File: src/rtl/msg_pkg.sv
// Shared types and helpers for the msg_framer transmit framer.
// MSG_FRAMER_ZERO_PAD_EN selects the pad_mask path in the top.
package msg_pkg;

    typedef enum logic [1:0] {
        IDLE,
        HDR0,
        HDR1,
        PAY
    } state_t;

    localparam logic [15:0] HDR_BYTES  = 16'd8;
    localparam logic [15:0] WORD_BYTES = 16'd4;

    function automatic logic [15:0] le16(input logic [15:0] v);
        return {v[7:0], v[15:8]};
    endfunction

    function automatic logic [31:0] le32(input logic [31:0] v);
        return {v[7:0], v[15:8], v[23:16], v[31:24]};
    endfunction

    // Byte 0 sits in [31:24]; keep the first rem bytes, all when rem == 0.
    function automatic logic [31:0] pad_mask(input logic [1:0] rem);
        logic [31:0] m;
        unique case (rem)
            2'd1:    m = 32'hFF00_0000;
            2'd2:    m = 32'hFFFF_0000;
            2'd3:    m = 32'hFFFF_FF00;
            default: m = 32'hFFFF_FFFF;
        endcase
        return m;
    endfunction

endpackage

File: src/rtl/seq_table.sv
// Per-stream 32-bit sequence counters for msg_framer.
// Combinational read, post-increment on inc_i, synchronous clear.
module seq_table #(
    parameter int NUM_STREAMS = 16,
    parameter int STREAM_W    = 4
) (
    input  logic                clk,
    input  logic                reset,
    input  logic [STREAM_W-1:0] idx_i,
    input  logic                inc_i,
    output logic [31:0]         cnt_o
);

    logic [31:0] cnt_q [NUM_STREAMS];
    logic [31:0] cnt_d [NUM_STREAMS];

    always_comb begin
        cnt_d = cnt_q;
        if (inc_i) begin
            cnt_d[idx_i] = cnt_q[idx_i] + 32'd1;
        end
    end

    always_ff @(posedge clk) begin
        if (reset) begin
            for (int i = 0; i < NUM_STREAMS; i++) begin
                cnt_q[i] <= '0;
            end
        end else begin
            cnt_q <= cnt_d;
        end
    end

    assign cnt_o = cnt_q[idx_i];

endmodule

File: src/rtl/msg_framer.sv
// Transmit framer: {len,stream} header, seq word, then payload pass-through.
// Define MSG_FRAMER_ZERO_PAD_EN to zero bytes past msg_len in the last word.
module msg_framer #(
    parameter int NUM_STREAMS = 16,
    parameter int STREAM_W    = 4,
    parameter int MAX_PAYLOAD = 40
) (
    input  logic                clk,
    input  logic                reset,
    input  logic [STREAM_W-1:0] msg_stream,
    input  logic [15:0]         msg_len,
    input  logic                msg_val,
    output logic                msg_ready,
    input  logic [31:0]         pay_data,
    input  logic                pay_val,
    output logic                pay_ready,
    output logic [31:0]         dataOut,
    output logic                dataOut_val,
    input  logic                dataOut_ready,
    output logic                dataOut_last,
    output logic                err_len
);

    import msg_pkg::*;

    localparam logic [15:0] MAX_LEN = 16'(MAX_PAYLOAD);

    state_t              state_q, state_d;
    logic [STREAM_W-1:0] stream_q, stream_d;
    logic [15:0]         len_q, len_d;
    logic [15:0]         plen_q, plen_d;
    logic [15:0]         wcnt_q, wcnt_d;
    logic [31:0]         seq_q, seq_d;
    logic                err_q, err_d;
    logic                inc;
    logic [31:0]         cnt_rd;
    logic [31:0]         pay_word;

    seq_table #(
        .NUM_STREAMS(NUM_STREAMS),
        .STREAM_W   (STREAM_W)
    ) u_seq (
        .clk  (clk),
        .reset(reset),
        .idx_i(msg_stream),
        .inc_i(inc),
        .cnt_o(cnt_rd)
    );

`ifdef MSG_FRAMER_ZERO_PAD_EN
    assign pay_word = (wcnt_q == 16'd1) ? (pay_data & pad_mask(plen_q[1:0]))
                                        : pay_data;
`else
    assign pay_word = pay_data;
`endif

    always_ff @(posedge clk) begin
        if (reset) begin
            state_q  <= IDLE;
            stream_q <= '0;
            len_q    <= '0;
            plen_q   <= '0;
            wcnt_q   <= '0;
            seq_q    <= '0;
            err_q    <= 1'b0;
        end else begin
            state_q  <= state_d;
            stream_q <= stream_d;
            len_q    <= len_d;
            plen_q   <= plen_d;
            wcnt_q   <= wcnt_d;
            seq_q    <= seq_d;
            err_q    <= err_d;
        end
    end

    always_comb begin
        state_d      = state_q;
        stream_d     = stream_q;
        len_d        = len_q;
        plen_d       = plen_q;
        wcnt_d       = wcnt_q;
        seq_d        = seq_q;
        err_d        = 1'b0;
        inc          = 1'b0;
        msg_ready    = 1'b0;
        pay_ready    = 1'b0;
        dataOut      = '0;
        dataOut_val  = 1'b0;
        dataOut_last = 1'b0;
        err_len      = err_q;

        unique case (state_q)
            IDLE: begin
                msg_ready = 1'b1;
                if (msg_val && !reset) begin
                    if (msg_len > MAX_LEN) begin
                        err_d = 1'b1;
                    end else begin
                        stream_d = msg_stream;
                        plen_d   = msg_len;
                        len_d    = msg_len + HDR_BYTES;
                        seq_d    = cnt_rd;
                        inc      = 1'b1;
                        state_d  = HDR0;
                    end
                end
            end
            HDR0: begin
                dataOut     = {le16(len_q), le16(16'(stream_q))};
                dataOut_val = 1'b1;
                if (dataOut_ready) begin
                    state_d = HDR1;
                end
            end
            HDR1: begin
                dataOut      = le32(seq_q);
                dataOut_val  = 1'b1;
                dataOut_last = (plen_q == 16'd0);
                if (dataOut_ready) begin
                    if (plen_q == 16'd0) begin
                        state_d = IDLE;
                    end else begin
                        wcnt_d  = (plen_q + WORD_BYTES - 16'd1) / WORD_BYTES;
                        state_d = PAY;
                    end
                end
            end
            PAY: begin
                dataOut      = pay_word;
                dataOut_val  = pay_val;
                pay_ready    = dataOut_ready;
                dataOut_last = (wcnt_q == 16'd1);
                if (pay_val && dataOut_ready) begin
                    wcnt_d = wcnt_q - 16'd1;
                    if (wcnt_q == 16'd1) begin
                        state_d = IDLE;
                    end
                end
            end
            default: state_d = IDLE;
        endcase

        // Reset dominates: every handshake output is quiet during it.
        if (reset) begin
            msg_ready    = 1'b0;
            pay_ready    = 1'b0;
            dataOut      = '0;
            dataOut_val  = 1'b0;
            dataOut_last = 1'b0;
            err_len      = 1'b0;
        end
    end

endmodule

File: config.mk
export PLATFORM = sky130hd
export DESIGN_NAME = msg_framer
export DESIGN_NICKNAME = d
export VERILOG_FILES = /design/src/rtl/msg_pkg.sv /design/src/rtl/seq_table.sv /design/src/rtl/msg_framer.sv
export SDC_FILE = /design/constraint.sdc
export NUM_CORES = 1
export LEC_CHECK = 0
export CORE_MARGIN = 3
export CORE_UTILIZATION = 45
export CTS_CLUSTER_DIAMETER = 100
export DETAILED_ROUTE_END_ITERATION = 12
export HOLD_SLACK_MARGIN = 0.06
export PLACE_DENSITY = 0.74
export SLEW_MARGIN = 20
export SYNTH_ARGS = -nofsm -noshare
export SYNTH_HDL_FRONTEND = slang
export SYNTH_SLANG_ARGS = --single-unit
File: constraint.sdc
create_clock -name clk -period 4.7 [get_ports clk]
set_input_delay 1.175 -clock clk [delete_from_list [all_inputs] [get_ports clk]]
set_output_delay 1.175 -clock clk [all_outputs]
set_load 0.005 [all_outputs]
==> flow_summary.toml, run 1 <==
[status]
status = "finished clean"

[global_routing]
antenna_found_initial = 0
grt_max_degree = 219
grtUsageMet3_pct = 4.74
busiest_layer = "met2"
grt_pass1_vias = 21742
overflow = 0
track_usage_pct = 24.3
grt_pass1_wl_um = 124000
grt_util_met1_pct = 30.7
met2_usage_pct = 40.8

[place]
hpwl_um = 51100
portBuffers = 93
gp_congestion = 0.900
place_ws_ns = -0.0697

[logic_synthesis]
synthTopCellsByArea = "dfxtp_1, a211oi_1, mux4_2"
synth_cells = 2783
ys_async_sr_fraction_pct = 0
ys.flop_type = "dfxtp_1"
synth.avg_cell_area_um2 = 9.80
ys_ff_latch = 596
syn_area_um2 = 27300
ys_seq_area_share_pct = 43.8
synth_edf_count = 0
synth_cell_types = 73
yosysTopAreaCell = "dfxtp_1"
synth_nets = 2849
synth_top_cell_area_share_pct = 43.8
ys_warn_count = 0

[layout]
final_nets = 2878
fillers = 5037
synthToLayoutAreaGrowth_pct = 13.6
antenna-diode-count = 0
layout-drive-gt1-share_pct = 17.9

[floorplan]
core_um2 = 59500
initial_utilization_pct = 45.8
ioPinCount = 94
rows = 89
die_h_um = 252
die_w_um = 252
die-area_um2 = 63600

[clock_tree]
cts.reportedPaths.clkPinSlew_ns = 0.07
cts_resized = 0
cts-hold-fix-buffers = 0
cts_tree = "yes"
worst_skew_pair.late_latency_ns = 0.61
clock_sinks = 596
htreeDepth = 2
cts_setup_buffers = 0
cts_made_buffers = 57
clockRootBuffer = "clkbuf_16"
cts_max_path_buffers = 3

[hold_path]
hold_end = "u_seq.cnt_q[3]$_SDFFE_PP0P_"
worstHoldStart = "u_seq.cnt_q[3]$_SDFFE_PP0P_"
worstHoldPathCells = 2
hold_path.class = "flop to flop"

[setup_path]
worst-path-buf-inv = 4
slowest_stage = "clkdlybuf4s50_1"
crit_path_start_kind = "primary input"
cp_top_family = "simple AND/OR/NAND/NOR gates"
r2r-end = "u_seq.cnt_q[410]$_SDFFE_PP0P_"
path_cells = "clkdlybuf4s50_1, buf_4, buf_4, mux4_2, and2_1, and4_4, nor4b_4, nand4_1, xor2_2, buf_12, a211oi_1"
endpoint_kind = "flop"
timing.rr.start = "u_seq.cnt_q[356]$_SDFFE_PP0P_"
cpPeakStageDelay_ns = 0.63
r2r_slack_ns = 1.47
cp.arrival_ns = 4.85
ff2ff_path_depth = 8
cp_max_fo = 16
critPathKind = "primary input to flop"
cp_data_required_time_ns = 5.19
cpMostUsedCell = "buf_4"

[detailed_routing]
drtPass1Iterations = 12
drc = 0
drt_iter0_drc = 2468
routedWlPerCell_um = 22.2
via_per_inst = 6.20
num_vias = 22501
wirelength_um = 80500
ant_nets = 0

[sta]
fin_hold_ws_ns = 0.451
worst_slew_pin_slew_ns = 1.16
slew_headroom_pct = 22.4
drv_slew = 0
rsz0062_at_grt = "false"
clock_skew_ns = 0.0236
post-route-min-period_ns = 4.35
period_share_pct = 92.6
setup_slack_ns = 0.348
max_freq_mhz = 230
hold_viol_final = 0
setup-violations-final = 0

[flow_run]
drv_cap = 0

[pwr]
ir_worst_vdd_v = 0.000288
power.total_uw = 10400
p_per_area_nw_per_um2 = 335
p_leak_uw = 0.0100
[state kept, by name, summed over array words and instances (netlist names)]
signal,count
err_q,1
wcnt_q,16
plen_q,13
len_q,16
u_seq.cnt_q,512
state_q,2
seq_q,32
stream_q,4
[cell usage after synthesis (all sizes together) (11+ instances only)]
| cell type | number |
|---|---|
| nand3 | 22 |
| a22oi | 55 |
| dlygate4sd3 | 11 |
| xor2 | 28 |
| nand4 | 14 |
| and2 | 23 |
| a222oi | 20 |
| dfxtp | 596 |
| nor2 | 459 |
| o21ai | 15 |
| nand2 | 445 |
| xnor2 | 15 |
| nor4 | 13 |
| mux4 | 139 |
| clkbuf | 155 |
| a21oi | 206 |
| a211oi | 376 |
| nor3 | 12 |
| buf | 82 |
[worst register-to-register path, delay by kind of cell (launching register included)]
family	cells	cell delay (ns)
DFF	1	0.35
and+or+nand+nor	4	1.08
AOI/OAI and AO/OA	1	0.22
xor gates and xnor gates	1	0.75
muxes	2	0.63
[cell type report]
cell class	instances	area [µm²]	share of cell area (%)
multi-input cells	1917	13800	44.6
flip-flops and latches	596	11900	38.5
repair buffers	229	2190	7.08
clock buffers	82	1650	5.33
well taps	773	967	3.12
clock inverters	24	365	1.18
inverters	11	41.3	0.133
[worst max-delay path by stage]
| stage | startpoint | endpoint | slack (ns) | cells past startpoint |
|---|---|---|---|---|
| floorplan | msg_stream[0] | u_seq.cnt_q[106]$_SDFFE_PP0P_ | 0.1 | 17 |
| global placement | msg_stream[2] | u_seq.cnt_q[414]$_SDFFE_PP0P_ | 0.04 | 11 |
| detailed placement | msg_stream[2] | u_seq.cnt_q[446]$_SDFFE_PP0P_ | -0.07 | 11 |
| CTS | state_q[0]$_SDFFE_PP0P_ | dataOut[0] | 0.45 | 6 |
| global route | state_q[0]$_SDFFE_PP0P_ | dataOut[0] | 0.31 | 6 |
| finish | msg_stream[2] | u_seq.cnt_q[446]$_SDFFE_PP0P_ | 0.35 | 11 |
[cell usage in the layout (no fill, tap or decap), types with 12 or more instances in the layout]
master and count:
a22oi_1 54, clkbuf_16 57, o21ai_0 15, clkbuf_1 12, clkdlybuf4s50_1 89, mux4_2 78
and2_1 23, buf_12 19, clkbuf_8 13, buf_4 117, nand2_1 436, xor2_2 17
a21oi_1 206, xnor2_1 13, a211oi_2 118, nor2_4 16, nand3_1 20, dfxtp_1 596
a222oi_1 20, nor2_1 433, a211oi_1 258, mux4_1 61
[power by group]
group,switching [µW],internal (µW),leakage (µW)
clock,2000,2890,0.000982
sequential,6.27,5060,0.00480
combinational,280,148,0.00425
total,2290,8090,0.0100
[metrics by stage]
| stage | util, % | std cells | TNS (ns) | instance area, µm² |
|---|---|---|---|---|
| 6_report | 52.1 | 3632 | 0 | 31000 |
| 2_1_floorplan | - | 2783 | 0 | 27300 |
| 3_5_place_dp | 48.7 | 3526 | -0.0719 | 29000 |
| 4_1_cts | 52.1 | 3632 | 0 | 31000 |
| 3_3_place_gp | 48.7 | 3526 | 0 | 29000 |
| 5_1_grt | 52.1 | 3632 | 0 | 31000 |
[routing by layer]
layer | vias up | part of all wire, %
li1 | 10078 | -
met1 | 10953 | 39
met2 | 1210 | 47
met3 | 260 | 9.3
met4 | 0 | 4.2
met5 | - | 0
[cell families (layout without fill, tap and decap cells)]
| kind of cell | after synthesis | after routing | share of synthesized area, % |
|---|---|---|---|
| xor gates and xnor gates | 43 | 43 | 1.90 |
| DFF | 596 | 596 | 43.8 |
| and+or+nand+nor | 1030 | 1030 | 15.9 |
| AOI/OAI and AO/OA | 696 | 696 | 19.6 |
| muxes | 139 | 139 | 12.3 |
| buffers and inverters | 270 | 346 | 6.09 |
| adders and majority gates | 9 | 9 | 0.413 |
No activity file was read; power rests on OpenSTA's default activity.
==> run 2, diff against run 1 <==
--- a/config.mk
+++ b/config.mk
@@ -5,13 +5,14 @@
 export SDC_FILE = /design/constraint.sdc
 export NUM_CORES = 1
 export LEC_CHECK = 0
+export CAP_MARGIN = 20
 export CORE_MARGIN = 3
 export CORE_UTILIZATION = 45
+export CTS_BUF_LIST = sky130_fd_sc_hd__clkbuf_8
 export CTS_CLUSTER_DIAMETER = 100
 export DETAILED_ROUTE_END_ITERATION = 12
 export HOLD_SLACK_MARGIN = 0.06
 export PLACE_DENSITY = 0.74
-export SLEW_MARGIN = 20
 export SYNTH_ARGS = -nofsm -noshare
 export SYNTH_HDL_FRONTEND = slang
 export SYNTH_SLANG_ARGS = --single-unit
==> flow_summary.toml, run 2 (synthesis gave the netlist of run 1 again) <==
[detailed_routing]
drt_iter0_drc = 2791
via_per_inst = 6.14
ant_nets = 0
routedWlPerCell_um = 21.7
drtPass1Iterations = 6
num_vias = 22707
wirelength_um = 80500
drc = 0

[global_routing]
grt_max_degree = 219
grtUsageMet3_pct = 4.93
busiest_layer = "met2"
track_usage_pct = 24.5
antenna_found_initial = 0
grt_util_met1_pct = 30.9
grt_pass1_wl_um = 123000
met2_usage_pct = 40.3
overflow = 0
grt_pass1_vias = 21890

[setup_path]
timing.rr.start = "state_q[1]$_SDFFE_PP0P_"
cpPeakStageDelay_ns = 0.79
cp.arrival_ns = 3.13
crit_path_start_kind = "flop"
critPathKind = "flop to output pin"
cp-startpoint = "state_q[0]$_SDFFE_PP0P_"
cp_max_fo = 28
slowest_stage = "ha_1"
endpoint_kind = "output pin"
cp_data_required_time_ns = 3.52
path_cells = "inv_1, ha_1, buf_4, a22oi_1, nor2_1, clkdlybuf4s50_1"

[floorplan]
die_w_um = 252
ioPinCount = 94
die_h_um = 252
rows = 89
die-area_um2 = 63600
core_um2 = 59500
initial_utilization_pct = 45.8

[layout]
largest_reg_flops = 512
final_util_pct = 52.2
synthToLayoutAreaGrowth_pct = 13.8
most-common-layout-cells = "dfxtp_1, nand2_1, nor2_1"
finalNonFillerCells = 3699
multi_input_area_um2 = 13800
final_common_cell = "dfxtp_1"
register_area_um2 = 11900
regMostFlops = "u_seq.cnt_q"
final_nets = 2915
largestRegisters = "u_seq.cnt_q: 512 flops, seq_q: 32 flops"
fillers = 5030
layout-drive-gt1-share_pct = 19.3

[sta]
worst_slew_pin_slew_ns = 1.15
rsz0062_at_grt = "false"
period_share_pct = 91.5
setup-violations-final = 0
post-route-min-period_ns = 4.30
setup_slack_ns = 0.398
hold_viol_final = 0
setup_tns_ns = 0
drv_slew = 0
max_freq_mhz = 232
slew_headroom_pct = 23.0
fin_hold_ws_ns = 0.447
clock_skew_ns = 0.0311

[clock_tree]
cts_tree = "yes"
cts_resized = 0
cts_setup_buffers = 0
htreeDepth = 3
worst_skew_pair.late_latency_ns = 0.70
cts_made_buffers = 92
cts_max_path_buffers = 3
clock_sinks = 596
cts.reportedPaths.clkPinSlew_ns = 0.06
cts-hold-fix-buffers = 0
clockRootBuffer = "clkbuf_8"

[pwr]
p_sw_share_pct = 23.1
p_per_area_nw_per_um2 = 326
ir_worst_vdd_v = 0.000179
p_leak_uw = 0.0102
p_seq_share_pct = 50.0
p_int_uw = 7780
power_switching_uw = 2340
pwr-share-clk_pct = 45.7
pwr-share-comb_pct = 4.2

[hold_path]
hold_path.class = "flop to flop"
worstHoldStart = "u_seq.cnt_q[40]$_SDFFE_PP0P_"

[place]
hpwl_um = 51100
portBuffers = 93
gp_congestion = 0.900
dp.cells = 3526
place_ws_ns = -0.0697

[status]
status = "finished clean"

[flow_run]
drv_cap = 0
==> run 2: changes by cell type in the layout (fill, tap and decap cells not counted), sizes merged <==
cell	change
clkbuf	+45
diode	+2
buf	+2
inv	+23
bufinv	-5
==> run 2: final timing paths <==
kind                            slack [ns]  depth (start not counted)                            to
worst max register to register        1.51                          5        wcnt_q[0]$_SDFFE_PP0P_
worst max-delay path                  0.40                          6                    dataOut[0]
worst min-delay path                  0.45                          2  u_seq.cnt_q[40]$_SDFFE_PP0P_
worst min register to register        0.45                          2  u_seq.cnt_q[40]$_SDFFE_PP0P_
==> run 2: power by group through the flow <==
stage                     clock network [µW]  registers (µW)  logic [µW]
after floorplan                            0            5170         305
after global placement                     0            5170         414
after detailed placement                   0            5180         420
after CTS                               4670            5060         421
after global routing                    4890            5060         458
final                                   4630            5060         430
==> run 2: layout make-up <==
cell class,count,share of cell area [%]
multi-input cells,1917,44.6
inverters,11,0.133
well taps,773,3.12
clock inverters,42,0.899
diodes,2,0.0161
repair buffers,231,7.18
flip-flops and latches,596,38.5
clock buffers,127,5.63
==> run 2: critical path, delay by kind of cell, from the launching register on <==
kind	cells	cell delay [ns]
AND/OR/NAND/NOR	1	0.17
buffers and inverters	3	1.00
AO/OA/AOI/OAI	1	0.14
flip-flops	1	0.35
adder cells (fa/ha/maj)	1	0.79
==> run 2: metrics by stage <==
stage | power [µW] | instance area (µm²)
after CTS | 10200 | 31000
after global routing | 10400 | 31000
after global placement | 5590 | 29000
after detailed placement | 5590 | 29000
final | 10100 | 31000
after floorplan | 5480 | 27300
==> run 2: per-layer routing <==
metal / share of wire (%) / vias up
li1: - / 10163
met1: 39 / 11019
met2: 47 / 1273
met3: 9.5 / 252
met4: 4.2 / 0
met5: 0 / -
